==> src/rtl/seg_pkg.sv <==
// Shared constants, types and helpers for the seg_scan multiplexed display scanner.
package seg_pkg;

  localparam int NUM_DIGITS = 6;
  localparam int DIGIT_W    = 4;
  localparam int TIME_W     = NUM_DIGITS * DIGIT_W;

  localparam logic [NUM_DIGITS-1:0] SEL_OFF = 6'h3F;
  localparam logic [DIGIT_W-1:0]    BCD_MAX = 4'd9;

  typedef logic [2:0] digit_idx_t;

  localparam digit_idx_t LAST_IDX = 3'(NUM_DIGITS - 1);

  typedef enum logic {
    HS_READY   = 1'b0,
    HS_PENDING = 1'b1
  } hs_state_t;

  function automatic logic [DIGIT_W-1:0] nibble_at(input logic [TIME_W-1:0] word,
                                                   input digit_idx_t idx);
    case (idx)
      3'd0:    return word[3:0];
      3'd1:    return word[7:4];
      3'd2:    return word[11:8];
      3'd3:    return word[15:12];
      3'd4:    return word[19:16];
      3'd5:    return word[23:20];
      default: return '0;
    endcase
  endfunction

endpackage

==> src/rtl/seg_scan_if.sv <==
// Upstream time-word channel into seg_scan.
// A word transfers on a rising edge where time_valid && time_ready; the source holds
// time_bcd stable while time_valid is high and time_ready is low.
interface seg_scan_if;
  import seg_pkg::*;

  logic              time_valid;
  logic [TIME_W-1:0] time_bcd;
  logic              time_ready;

  modport master (output time_valid, output time_bcd, input time_ready);
  modport slave  (input time_valid, input time_bcd, output time_ready);

endinterface

==> src/rtl/seg_prescaler.sv <==
// Slot prescaler: counts 0..CLK_DIV-1 and flags the last cycle of each digit slot.
module seg_prescaler #(
  parameter int CLK_DIV = 50000,
  parameter int CNT_W   = $clog2(CLK_DIV)
) (
  input  logic             clk,
  input  logic             rst,
  output logic             o_tick,
  output logic [CNT_W-1:0] o_count
);

  logic [CNT_W-1:0] r_count;

  assign o_count = r_count;
  assign o_tick  = (r_count == CNT_W'(CLK_DIV - 1));

  always_ff @(posedge clk) begin
    if (rst) begin
      r_count <= '0;
    end else if (o_tick) begin
      r_count <= '0;
    end else begin
      r_count <= r_count + CNT_W'(1);
    end
  end

endmodule

==> src/rtl/seg_scan.sv <==
// Six-digit time display scanner with a one-deep pending buffer committed at frame boundaries.
// Optional build macro SEG_SCAN_LZ_BLANK_EN blanks the hours-tens digit when it is zero.
module seg_scan
  import seg_pkg::*;
#(
  parameter int CLK_DIV   = 50000,
  parameter int BLANK_CYC = 500
) (
  input  logic                  clk,
  input  logic                  rst,
  seg_scan_if.slave             tif,
  output logic [DIGIT_W-1:0]    number,
  output logic [NUM_DIGITS-1:0] digit_sel,
  output logic                  bcd_err,
  output hs_state_t             o_dbg_hs_state
);

  localparam int CNT_W = $clog2(CLK_DIV);

  logic              w_tick;
  logic [CNT_W-1:0]  w_count;
  logic              w_boundary;
  logic              w_take;
  logic              w_commit;
  digit_idx_t        r_idx;
  digit_idx_t        w_idx_nxt;
  logic [TIME_W-1:0] r_disp;
  logic [TIME_W-1:0] r_pend;
  logic [TIME_W-1:0] w_disp_nxt;
  logic [DIGIT_W-1:0] w_nib;
  hs_state_t         r_state;
  hs_state_t         w_state_nxt;

  seg_prescaler #(
    .CLK_DIV (CLK_DIV),
    .CNT_W   (CNT_W)
  ) u_prescaler (
    .clk     (clk),
    .rst     (rst),
    .o_tick  (w_tick),
    .o_count (w_count)
  );

  assign w_boundary     = w_tick && (r_idx == LAST_IDX);
  assign w_idx_nxt      = (r_idx == LAST_IDX) ? '0 : r_idx + 3'd1;
  assign tif.time_ready = (r_state == HS_READY);
  assign o_dbg_hs_state = r_state;

  always_ff @(posedge clk) begin
    if (rst) begin
      r_state <= HS_READY;
    end else begin
      r_state <= w_state_nxt;
    end
  end

  // Ready depends only on registered state, so time_valid never reaches time_ready.
  always_comb begin
    w_state_nxt = r_state;
    w_take      = 1'b0;
    w_commit    = 1'b0;
    case (r_state)
      HS_READY: begin
        if (tif.time_valid) begin
          w_take      = 1'b1;
          w_state_nxt = HS_PENDING;
        end
      end
      HS_PENDING: begin
        if (w_boundary) begin
          w_commit    = 1'b1;
          w_state_nxt = HS_READY;
        end
      end
      default: w_state_nxt = HS_READY;
    endcase
  end

  // The first digit of a new frame must come from the word being committed on this edge.
  assign w_disp_nxt = w_commit ? r_pend : r_disp;
  assign w_nib      = nibble_at(w_disp_nxt, w_idx_nxt);

  always_ff @(posedge clk) begin
    if (rst) begin
      r_idx   <= '0;
      r_disp  <= '0;
      r_pend  <= '0;
      number  <= '0;
      bcd_err <= 1'b0;
    end else begin
      if (w_take) begin
        r_pend <= tif.time_bcd;
      end
      if (w_commit) begin
        r_disp <= r_pend;
      end
      if (w_tick) begin
        r_idx  <= w_idx_nxt;
        number <= (w_nib > BCD_MAX) ? '0 : w_nib;
        if (w_nib > BCD_MAX) begin
          bcd_err <= 1'b1;
        end
      end
    end
  end

  // Blank window at slot start lets the registered decoder settle before any digit lights.
  always_comb begin
    digit_sel = SEL_OFF;
    if (w_count >= CNT_W'(BLANK_CYC)) begin
      digit_sel = SEL_OFF & ~(NUM_DIGITS'(1) << r_idx);
    end
`ifdef SEG_SCAN_LZ_BLANK_EN
    if ((r_idx == LAST_IDX) && (r_disp[TIME_W-1 -: DIGIT_W] == '0)) begin
      digit_sel = SEL_OFF;
    end
`endif
  end

endmodule
==> src/flat_wrapper.sv <==
// flat-port wrapper written by rule: the top's interface ports become plain ports
module seg_scan_flat import seg_pkg::*;
#(
  parameter int CLK_DIV   = 50000,
  parameter int BLANK_CYC = 500
)
  (clk, rst, number, digit_sel, bcd_err, o_dbg_hs_state, tif_time_valid, tif_time_bcd, tif_time_ready);
  seg_scan_if tif_i ();
  input  logic clk;
  input  logic rst;
  output logic [DIGIT_W-1:0] number;
  output logic [NUM_DIGITS-1:0] digit_sel;
  output logic bcd_err;
  output hs_state_t o_dbg_hs_state;
  input wire logic [$bits(tif_i.time_valid)-1:0] tif_time_valid;
  input wire logic [$bits(tif_i.time_bcd)-1:0] tif_time_bcd;
  output wire logic [$bits(tif_i.time_ready)-1:0] tif_time_ready;
  assign tif_i.time_valid = tif_time_valid;
  assign tif_i.time_bcd = tif_time_bcd;
  assign tif_time_ready = tif_i.time_ready;
  seg_scan #(.CLK_DIV(CLK_DIV), .BLANK_CYC(BLANK_CYC)) u_core (.clk(clk), .rst(rst), .tif(tif_i), .number(number), .digit_sel(digit_sel), .bcd_err(bcd_err), .o_dbg_hs_state(o_dbg_hs_state));
endmodule
==> config.mk <==
export PLATFORM = sky130hd
export DESIGN_NAME = seg_scan_flat
export DESIGN_NICKNAME = d
export VERILOG_FILES = /design/src/rtl/seg_pkg.sv /design/src/rtl/seg_scan_if.sv /design/src/rtl/seg_prescaler.sv /design/src/rtl/seg_scan.sv /design/src/flat_wrapper.sv
export SDC_FILE = /design/constraint.sdc
export NUM_CORES = 1
export LEC_CHECK = 0
export CORE_MARGIN = 3
export CORE_UTILIZATION = 40
export CTS_BUF_LIST = sky130_fd_sc_hd__clkbuf_2
export DETAILED_ROUTE_END_ITERATION = 6
export HOLD_SLACK_MARGIN = 0.1
export SYNTH_ARGS = -nofsm -noshare
export SYNTH_HDL_FRONTEND = slang
export SYNTH_HIERARCHICAL = 1
export SYNTH_SLANG_ARGS = --single-unit
==> constraint.sdc <==
create_clock -name clk -period 6.5 [get_ports clk]
set_input_delay 1.3 -clock clk [delete_from_list [all_inputs] [get_ports clk]]
set_output_delay 1.3 -clock clk [all_outputs]
set_load 0.01 [all_outputs]
Word level (Yosys, flattened, before mapping) --
Index checks and enable logic that the tools add are counted.
Word-level totals: flip-flop bits (word level) 73
Cells by class: add/subtract/negate cells 2, equal/unequal tests 7, $lt $le $gt $ge 2, reductions and logical operators 4, shift operators 1, multiplexer cells 11, bitwise gates (word level) 2
Operators by type and width (count):
- $mux W24 | 1
- $pmux W4 S6 | 1
- $add A16 B1 Y16 const B | 1
- $eq A16 B16 Y1 const B | 1
- $ge A16 B9 Y1 const B | 1
- $eq A3 B3 Y1 const B | 3
- $eq A3 B2 Y1 const B | 2
- $mux W6 | 1
- $not A6 Y6 | 1
- $shl A1 B3 Y6 const A | 1
- $mux W1 | 5
- $gt A4 B4 Y1 const B | 1
- $mux W4 | 1
- $add A3 B1 Y3 const B | 1
- $eq A3 B1 Y1 const B | 1
- $logic_not A3 Y1 | 1
- $mux W3 | 1
- $pmux W1 S2 | 1
- $reduce_and A2 Y1 | 1
- $reduce_or A2 Y1 | 1
- $logic_and A1 B1 Y1 | 1
- $not A1 Y1 | 1

Depth between registers and ports, before layout --
depth after elaboration 8, gate-level depth with buffers 10, gate-level depth less buffers 8

Hierarchy --
The synthesis kept the hierarchy.
Modules (own cells, without submodules):
- seg_scan | times used 1, area each 2399.8 um2, cells an instance 306
- seg_prescaler | times used 1, area each 710.7 um2, cells an instance 81

Worst setup path before layout --
Ideal clock, no wire load.
path kind register -> output, start point register u_core.u_prescaler.r_count[10], in the netlist u_core/u_prescaler/o_count[10], end point output port digit_sel[1], buffers on the path 0, setup slack 3739 ps, arrival 1461 ps, stages on the path, launching flop included 6, path through dfxtp_1 > or4_1 > nor4_1 > o21ai_0 > and2_1 > nand3_1
Between the ends: longest elaborated chain between the ends 2
Ends and longest elaborated chain:
- start, declared | line seg_prescaler.sv:12 | logic [CNT_W-1:0] r_count;
- start signal, assigned | line seg_prescaler.sv:23 | r_count <= r_count + CNT_W'(1);
- $ge A16 B9 Y1 | line seg_scan.sv:110 | if (w_count >= CNT_W'(BLANK_CYC)) begin
- $mux W6 | line seg_scan.sv:110
- end, declared | line flat_wrapper.sv:12 | output logic [NUM_DIGITS-1:0] digit_sel;
No other way between the ends.

Worst setup path after layout --
start point register u_core.u_prescaler.r_count[11], in the netlist u_core/u_prescaler/o_count[11], end point output port digit_sel[1]
The elaborated chain is that of the path after synthesis.

==> results.rst <==
.. list-table::
   :header-rows: 1

   * - Metric
     - Value
   * - Outcome
     - finished clean
   * - Post-layout util
     - between 40% and 50%
   * - Number of placed I/O pins
     - 40
   * - Required time of the critical path
     - 5.20 ns
   * - Post-Synthesis Net Count
     - roughly 420
   * - Slowest stage cell, crit path
     - clkdlybuf4s50_1
   * - Clock Latency Late Sink
     - ~0.5 ns
   * - WL met2
     - 2.99 mm
   * - Met1 wire length
     - between 3 and 4 mm
   * - Sum Neg Setup Slack
     - 0 ns
   * - Number of cells upsized or downsized after cts
     - 0
   * - Crit path arrival time
     - between 2 and 3 ns
   * - Met3 wirelength from detailed routing
     - roughly 250 um
   * - Total CTS buffers
     - 9
   * - Total wire length after detailed routing
     - between 6 and 7 mm
   * - Worst stage delay on the critical path
     - ~0.55 ns
   * - Maximum clock frequency
     - between 0.2 and 0.25 GHz
   * - Number of nets with antenna violations after detailed routing
     - 0
   * - H-tree level count
     - 3
   * - GPL Wtd Cong
     - 0.869
   * - Path type of the worst setup path
     - flip-flop to output pin
   * - Power per Cell Area
     - 206 nW/um^2
   * - Crit share post-route
     - between 60% and 70%
   * - Residual DRC
     - 0
   * - Number of cell rows
     - 31
   * - Largest buffer count on any clock path
     - 2
   * - Register clock-pin slew on the reported worst setup and hold paths
     - between 0.15 and 0.2 ns
   * - Startpoint class of the critical path
     - flip-flop
   * - Cell family contributing the most delay on the critical path
     - simple AND/OR/NAND/NOR gates
   * - Minimum setup slack in the final design
     - between 2 and 2.5 ns
   * - Layout cell share with drive strength beyond 1
     - between 5 and 6%
   * - Largest net degree at the start of global routing
     - 56
   * - Peak fanout along the critical path
     - 7
   * - Unrepaired setup endpoints after global routing
     - no
   * - Drt initial violations
     - 143
   * - Gate Count Post-Synth
     - approximately 390
   * - Routed vias
     - 2,631
   * - Top library cells by usage in the layout, fill and taps aside
     - nand2_1, dfxtp_1, a21oi_1
   * - DP HPWL
     - between 4 and 5 mm
   * - Worst Max-Slew Pin Slew
     - roughly 0.98 ns
   * - Sequential Area
     - ~1500 sq um
   * - FILL cells
     - ~730
   * - Count of input and output buffers
     - 39
   * - Yosys warning count
     - 6
   * - Post-synthesis instance area
     - between 3000 and 4000 sq um
   * - Synth cell types
     - between 40 and 50
   * - Post-detailed-route wirelength per cell
     - ~13 um
   * - Number of antenna violations at the first check in global routing
     - 0
   * - Period minus WS final
     - a little over 4 ns
   * - Buffer type at the clock tree root
     - clkbuf_2
   * - Global routing usage summed across all routing layers
     - between 10% and 20%
   * - Die span in y
     - 94.2 um
   * - CTS tree
     - done
   * - Critical path endpoint category
     - output pin
   * - Post-placement setup slack
     - about 2.9 ns
   * - Post-synthesis to final-layout area growth
     - 16.9%
   * - Register area share after synthesis
     - roughly 47%
   * - Final Max Slew Viols
     - 0
   * - Horizontal die dimension
     - 94.2 um
   * - Footprint of the multi-input gates
     - about 1500 sq um
   * - Floorplan die area
     - 8870 sq um
   * - Number of global-route vias before repair
     - 2,300
   * - PnR Total Power
     - between 0.7 and 0.8 mW
   * - Count of final setup violators
     - 0
   * - Top layer in use
     - met4
   * - Number of failing hold endpoints at the final stage
     - 0
   * - Number of post-CTS setup repair buffers
     - 0
   * - Wire length of the first global-routing pass
     - 11.0 mm
   * - Core region area
     - ~7400 sq um
   * - Setup slack of the most critical reg-to-reg path
     - 3.57 ns
   * - Clk sinks
     - 73
   * - Worst vdd rail ir drop
     - 88.5 uV
   * - Class of the worst hold path
     - flip-flop to flip-flop
   * - CTS Hold Buffers Added
     - 0
   * - Number of enable-type register cells in the synthesized netlist
     - 0
   * - Leakage Power
     - approximately 1.3 nW
   * - Final antenna diode count
     - 0
   * - Nets
     - ~450
   * - Most common cell after layout, fill and taps aside
     - nand2_1
   * - Leftover overflow at the end of global routing
     - 0
   * - Max-slew headroom at the worst pin
     - about 34%
   * - Fin Clk Skew
     - between 0.015 and 0.02 ns
   * - Post-synthesis async set-or-reset flop share
     - 0%
   * - Initial Utilization
     - 42.0%
   * - Buf/Inv on CP
     - 1
   * - Critical Path, Cell by Cell
     - or4_1 -> nor4_1 -> o21ai_0 -> and2_1 -> nand3_1 -> clkdlybuf4s50_1
   * - Flip-flop cell with the highest count after synthesis
     - dfxtp_1
   * - Average instance area after synthesis
     - around 8.0 sq um
   * - Max cap viols
     - 0
   * - Post-detailed-route via-to-cell ratio
     - a little over 5
   * - First-pass iteration count of the detailed router
     - 4
   * - Flop and latch count out of synthesis
     - 73
[cell usage after synthesis (5+ instances only)]
| library cell | number | share of area (%) |
|---|---|---|
| nand2_1 | 106 | 13 |
| dfxtp_1 | 73 | 47 |
| a21oi_1 | 47 | 7.6 |
| nor2_1 | 32 | 3.9 |
| clkbuf_1 | 15 | 1.8 |
| xnor2_1 | 14 | 3.9 |
| inv_1 | 8 | 0.97 |
| nand3_1 | 8 | 1.3 |
| mux2i_1 | 7 | 2.3 |
| nor3_1 | 7 | 1.1 |
| o21ai_0 | 7 | 1.1 |
| and2_1 | 5 | 1.0 |
| buf_2 | 5 | 0.80 |
| nor4_1 | 5 | 1.0 |
[path summary, 6_finish.rpt]
check / start / endpoint / cells past startpoint
setup / recovery: u_core/u_prescaler/o_count[11] / digit_sel[1] / 6
hold / removal: u_core/r_pend[16] / u_core/r_pend[16] / 2
setup reg to reg: u_core/u_prescaler/o_count[0] / u_core/bcd_err / 8
hold reg to reg: u_core/r_pend[16] / u_core/r_pend[16] / 2
[power by group]
part           leakage (nW)  switching (mW)  total [mW]  internal [mW]
combinational         0.608          0.0224      0.0452         0.0229
clock                0.0652           0.153       0.238         0.0848
sequential            0.592         0.00684       0.465          0.459
[logic make-up (layout without fill, tap and decap cells)]
group / Yosys count / in the layout / synth area share (%)
adders and majority gates: 2 / 2 / 0.804
DFF: 73 / 73 / 47.0
AOI/OAI and AO/OA: 69 / 69 / 12.9
buffers and inverters: 30 / 63 / 4.06
and+or+nand+nor: 188 / 188 / 27.6
xor gates and xnor gates: 15 / 15 / 4.22
muxes: 10 / 10 / 3.46
[stage by stage]
step	instance area [sq um]	hold slack, ns	instances
2_1_floorplan	3110	0.430	387
3_3_place_gp	3530	0.440	504
3_5_place_dp	3530	0.444	504
4_1_cts	3640	0.468	519
5_1_grt	3640	0.490	519
6_report	3640	0.468	519
[routing by layer]
metal | global-route usage, % | vias up
li1 | - | 1365
met1 | 21.9 | 1205
met2 | 23.2 | 52
met3 | 4.89 | 9
met4 | 4.69 | 0
met5 | 0 | -
[flip-flops by register name, indices dropped and copies added, names as in the netlist]
register	flops
u_core/r_disp	24
u_core/o_dbg_hs_state	1
u_core/u_prescaler/o_count	16
u_core/r_pend	24
u_core/number	4
u_core/bcd_err	1
u_core/r_idx	3
[worst min-delay path, stage by stage, from the launching register on]
cell     delay (ns)
dfxtp_1        0.35
nand2_1        0.05
a21oi_1        0.05
[final cells by class]
cell class	count	share of cell area [%]
well taps	99	3.41
flip-flops and latches	73	40.2
clock inverters	6	1.65
clock buffers	9	1.24
inverters	8	0.826
repair buffers	40	10.8
multi-input cells	284	41.9
No activity file was read; power rests on OpenSTA's default activity.
==> RTL edit 1: new RTL, same settings <==
`NUM_DIGITS`: 6 -> 12.
--- a/src/rtl/seg_pkg.sv
+++ b/src/rtl/seg_pkg.sv
@@ -2,5 +2,5 @@
 package seg_pkg;
 
-  localparam int NUM_DIGITS = 6;
+  localparam int NUM_DIGITS = 12;
   localparam int DIGIT_W    = 4;
   localparam int TIME_W     = NUM_DIGITS * DIGIT_W;
Interface: changed (resized digit_sel and tif_time_bcd); port bits go from 40 to 70. No check against the original RTL was run, so the function may have changed too.
==> RTL edit 1 against the original RTL <==
  * Synthesized area fell by 0.60%
  * Cell count down 3.3%
  * Power barely moved
  * Setup slack better by 0.32 ns
  * Worst hold slack lost 0.0053 ns
  * Routed wire length fell by 5.6%
  * Sequential cell count is the same
  * Clock skew is 0.0049 ns higher
  * Combinational power rose by 4%
  * Cell area shrank 1.1%
  * Critical path depth unchanged
  * Register-to-register slack got worse by 0.30 ns
  * Critical path type unchanged
  * Largest cell class unchanged
  * Highest routed layer unchanged
==> RTL edit 1: results (changes against the original RTL) <==
- The complex-gate fraction of the synthesized area is 0.1048 (was 0.1291).
- The end point of the worst hold path is u_core/r_disp[17]$_SDFF_PP0_ (was u_core/r_pend[16]$_SDFFE_PP0P_).
- The multi-input logic cell count is 267 (was 284).
- The length in cells of the worst reg-to-reg path was 9 (was 8).
- The detailed-route wire length is 6.263 mm (was 6.636 mm).
- The detailed placement HPWL is 4.303 mm (was 4.634 mm).
- The global routing usage summed across all routing layers is 0.1547 (was 0.1572).
- The area used by multi-input combinational logic is 0.001489 mm^2 (was 0.001523 mm^2).
- The part of the cycle the worst path needs is 0.5842 (was 0.6326).
- The mean post-synth cell area is 8.447 um^2 (was 8.037 um^2).
- The total of plain and repair buffers excluding clock buffers is 39 (was 40).
- The transition at the pin with the smallest max-transition slack is 1.014 ns (was 0.9849 ns).
- The layout buffering overhead excluding clock cells was 0.1072 (was 0.1081).
- The met3 wirelength from detailed routing came to 265 um (was 251 um).
- The xor-xnor portion of the synthesized cell area is 0.03966 (was 0.04224).
- The final estimated routing congestion in global placement is 0.8216 (was 0.8692).
- The fraction of the core area covered by cells at the end of the flow is 0.4878 (was 0.4908).
- The count of routing violations after the opening detailed-route iteration is 119 (was 143).
- The first-pass GRT wire length is 10.72 mm (was 11.03 mm).
- The startpoint of the worst hold path is u_core/r_pend[17]$_SDFFE_PP0P_ (was u_core/r_pend[16]$_SDFFE_PP0P_).
- The placeable core region is 0.007370 mm^2 (was 0.007408 mm^2).
- The critical path's largest stage delay is 0.53 ns (was 0.55 ns).
- The worst-skew pair later-pin latency is 0.53 ns (was 0.49 ns).
- Outcome: finished clean (unchanged).
- The via density per instance was 4.906 (was 5.069).
- The clock-pin slew on the worst setup and hold paths came to 0.23 ns (was 0.19 ns).
- The met2 usage was 0.2241 (was 0.2323).
- The largest net degree at the start of global routing is 57 (was 56).
- The cell count after placement is 486 (was 504).
- The final layout net count is 455 (was 445).
- Biggest area contributors in the synthesized netlist: sky130_fd_sc_hd__dfxtp_1, sky130_fd_sc_hd__nand2_1, sky130_fd_sc_hd__nor2_1 (was sky130_fd_sc_hd__dfxtp_1, sky130_fd_sc_hd__nand2_1, sky130_fd_sc_hd__a21oi_1).
- The highest net fanout along the worst path was 4 (was 7).
- The adder and majority cell fraction of the synthesized area was 0.02428 (was 0.008045).
- The terminus of the critical flop-to-flop path was u_core/number[3]$_SDFFE_PP0P_ (was u_core/bcd_err$_SDFFE_PP0P_).
-- RTL edit 1: cell count changes after synthesis, sizes merged, moves of 3 or more --
cell | unedited run | this run
a21oi | 47 | 34
a22oi | 1 | 5
and2 | 5 | 0
buf | 7 | 12
clkbuf | 15 | 11
ha | 2 | 6
mux2 | 3 | 0
mux2i | 7 | 17
nand2 | 106 | 84
nand2b | 2 | 5
nand3 | 9 | 6
nor2 | 32 | 47
o21ai | 9 | 2
o22ai | 0 | 8
-- RTL edit 1: cells by family (layout without fill, tap and decap cells) --
group	after synthesis	in the layout
AOI/OAI and AO/OA	55	55
buffers and inverters	31	63
and+or+nand+nor	169	169
xor gates and xnor gates	14	14
muxes	17	17
adders and majority gates	6	6
DFF	73	73
other	1	6
-- RTL edit 1: power by group --
part           leakage [nW]  switching [mW]  internal [mW]  total [mW]
clock network        0.0575           0.178         0.0567       0.235
logic                 0.748          0.0242         0.0226      0.0468
registers             0.592         0.00719          0.459       0.466
==> RTL edit 2: new RTL, same settings <==
Without the edit above. Put one more register stage on the output `o_dbg_hs_state`, without a reset. The value now appears one clock later. The other outputs are not delayed to match.
--- a/src/rtl/seg_scan.sv
+++ b/src/rtl/seg_scan.sv
@@ -45,5 +45,7 @@
   assign w_idx_nxt      = (r_idx == LAST_IDX) ? '0 : r_idx + 3'd1;
   assign tif.time_ready = (r_state == HS_READY);
-  assign o_dbg_hs_state = r_state;
+  always_ff @(posedge clk) begin
+    o_dbg_hs_state <= r_state;
+  end
 
   always_ff @(posedge clk) begin
Formal check against the unedited RTL: not equivalent (a bounded check fails within 4 cycles, from zero or initial values and one cycle with rst high).
==> RTL edit 2 against the original RTL <==
  * Sequential cell count grew 1
  * Synthesized area grew 0.64%
  * Routed wire length is the same
  * Setup slack gained 0.17 ns
  * Count of clock-buffer cells in the layout is the same
  * Highest routed layer unchanged
  * Largest power group unchanged
  * Cell area grew 1.0%
  * Via count shrank 1.0%
  * Power grew 2.5%
==> RTL edit 2: results (changes against the original RTL) <==
- The count of routing violations after the opening detailed-route iteration was 132 (was 143).
- The number of vias after detailed routing was 2,604 (was 2,631).
- The data arrival time at the worst-slack endpoint was 2.64 ns (was 2.81 ns).
- The final layout net count is 447 (was 445).
- The portion of the post-synthesis area used by sequential elements is 0.4732 (was 0.4698).
- The global routing usage summed across all routing layers is 0.1615 (was 0.1572).
- The reg2reg setup slack is 3.56 ns (was 3.57 ns).
- The relative max-transition margin is 0.4701 (was 0.3434).
- The detailed placement HPWL is 4.576 mm (was 4.634 mm).
- The first-pass GRT wire length is 11.40 mm (was 11.03 mm).
- The class of the tightest hold or removal check is register to register (unchanged).
- The pre-CTS worst setup slack is 3.096 ns (was 2.936 ns).
- The end point of the worst hold path is u_core/number[2]$_SDFFE_PP0P_ (was u_core/r_pend[16]$_SDFFE_PP0P_).
- The count of fill cells added during filler insertion is 766 (was 728).
- The peak supply drop is 0.09164 mV (was 0.08852 mV).
- The TritonCTS buffer count is 9 (unchanged).
- The static leakage came to 1.276 nW (was 1.266 nW).
- The terminus of the critical flop-to-flop path is u_core/number[3]$_SDFFE_PP0P_ (was u_core/bcd_err$_SDFFE_PP0P_).
- The level count of the clock H-tree is 3 (unchanged).
- The number of antenna violations at the first check in global routing is 0 (unchanged).
- Most numerous cell types in the synthesized netlist: sky130_fd_sc_hd__nand2_1, sky130_fd_sc_hd__dfxtp_1, sky130_fd_sc_hd__a21oi_1, sky130_fd_sc_hd__nor2_1, sky130_fd_sc_hd__clkbuf_1 (unchanged).
- The synthesized netlist net count is 417 (was 416).
- The part of the cycle the worst path needs is 0.6064 (was 0.6326).
- The final number of max-transition violations came to 0 (unchanged).
- The detailed-route wire length is 6.636 mm (unchanged).
- Biggest area contributors in the synthesized netlist: sky130_fd_sc_hd__dfxtp_1, sky130_fd_sc_hd__nand2_1, sky130_fd_sc_hd__a21oi_1 (unchanged).
- The final estimated routing congestion in global placement is 0.8464 (was 0.8692).
- Outcome: finished clean (unchanged).
- The share of cells above drive strength 1 is 0.05910 (was 0.05476).
- The launch point of the worst reg-to-reg path is u_core/u_prescaler/o_count[0]$_SDFF_PP0_ (unchanged).
- The cell area reported after detailed placement is 0.003558 mm^2 (was 0.003531 mm^2).
- The number of global-route vias before repair came to 2,507 (was 2,300).
- The final setup skew is 0.02323 ns (was 0.01896 ns).
- The startpoint of the worst hold path was u_core/number[2]$_SDFFE_PP0P_ (was u_core/r_pend[16]$_SDFFE_PP0P_).
[RTL edit 2: cell families (layout without fill, tap and decap cells)]
logic type / Yosys count / in the layout / synth area share
mux: 10 / 10 / 0.03437
simple gates: 188 / 188 / 0.2738
flops: 74 / 74 / 0.4732
buf+inv: 30 / 65 / 0.04036
compound gates: 69 / 69 / 0.1283
xor+xnor: 15 / 15 / 0.04197
fa+ha+maj: 2 / 2 / 0.007992
[RTL edit 2: worst max-delay path: stages, from the launching register on]
cell	delay, ns
sky130_fd_sc_hd__dfxtp_1	0.41
sky130_fd_sc_hd__or4_1	0.48
sky130_fd_sc_hd__nor4_1	0.15
sky130_fd_sc_hd__o21ai_0	0.25
sky130_fd_sc_hd__and2_1	0.25
sky130_fd_sc_hd__nand3_1	0.08
sky130_fd_sc_hd__clkdlybuf4s50_1	0.54
[RTL edit 2: how the worst max path moves through the flow]
stage | from | endpoint | cells after the start
after global placement | u_core/u_prescaler/o_count[11]$_SDFF_PP0_ | digit_sel[1] | 6
after global routing | u_core/u_prescaler/o_count[11]$_SDFF_PP0_ | digit_sel[1] | 6
after floorplan | u_core/u_prescaler/o_count[10]$_SDFF_PP0_ | digit_sel[1] | 5
after detailed placement | u_core/u_prescaler/o_count[11]$_SDFF_PP0_ | digit_sel[1] | 6
final | u_core/u_prescaler/o_count[11]$_SDFF_PP0_ | digit_sel[1] | 6
after CTS | u_core/u_prescaler/o_count[11]$_SDFF_PP0_ | digit_sel[1] | 6
[RTL edit 2: stage by stage]
stage / std cells / hold WS, ns
after floorplan: 388 / 0.4154
after global placement: 506 / 0.4389
after detailed placement: 506 / 0.4429
after CTS: 522 / 0.4652
after global routing: 522 / 0.4803
final: 522 / 0.4641
[RTL edit 2: final cells by class]
| type | instances | area, um^2 | area share |
|---|---|---|---|
| clock inverter | 7 | 70.07 | 0.01907 |
| clock buffer | 9 | 45.04 | 0.01226 |
| sequential | 74 | 1481 | 0.4033 |
| timing repair buffer | 41 | 400.4 | 0.1090 |
| tap | 99 | 123.9 | 0.03372 |
| inverter | 8 | 30.03 | 0.008174 |
| multi-input combinational | 284 | 1523 | 0.4145 |
[RTL edit 2: layer usage]
metal  vias to the layer above  global-route usage  routed length, um
met5                         -                   0                  0
met2                        41              0.2482               2921
met4                         0             0.06490                 94
li1                       1365                   -                  -
met1                      1190              0.2181               3390
met3                         8             0.03825                229
[RTL edit 2: where the power goes]
group | internal, mW | switching [mW] | total (mW)
clock | 0.0870 | 0.162 | 0.249
sequential | 0.465 | 0.00696 | 0.472
combinational | 0.0232 | 0.0223 | 0.0455
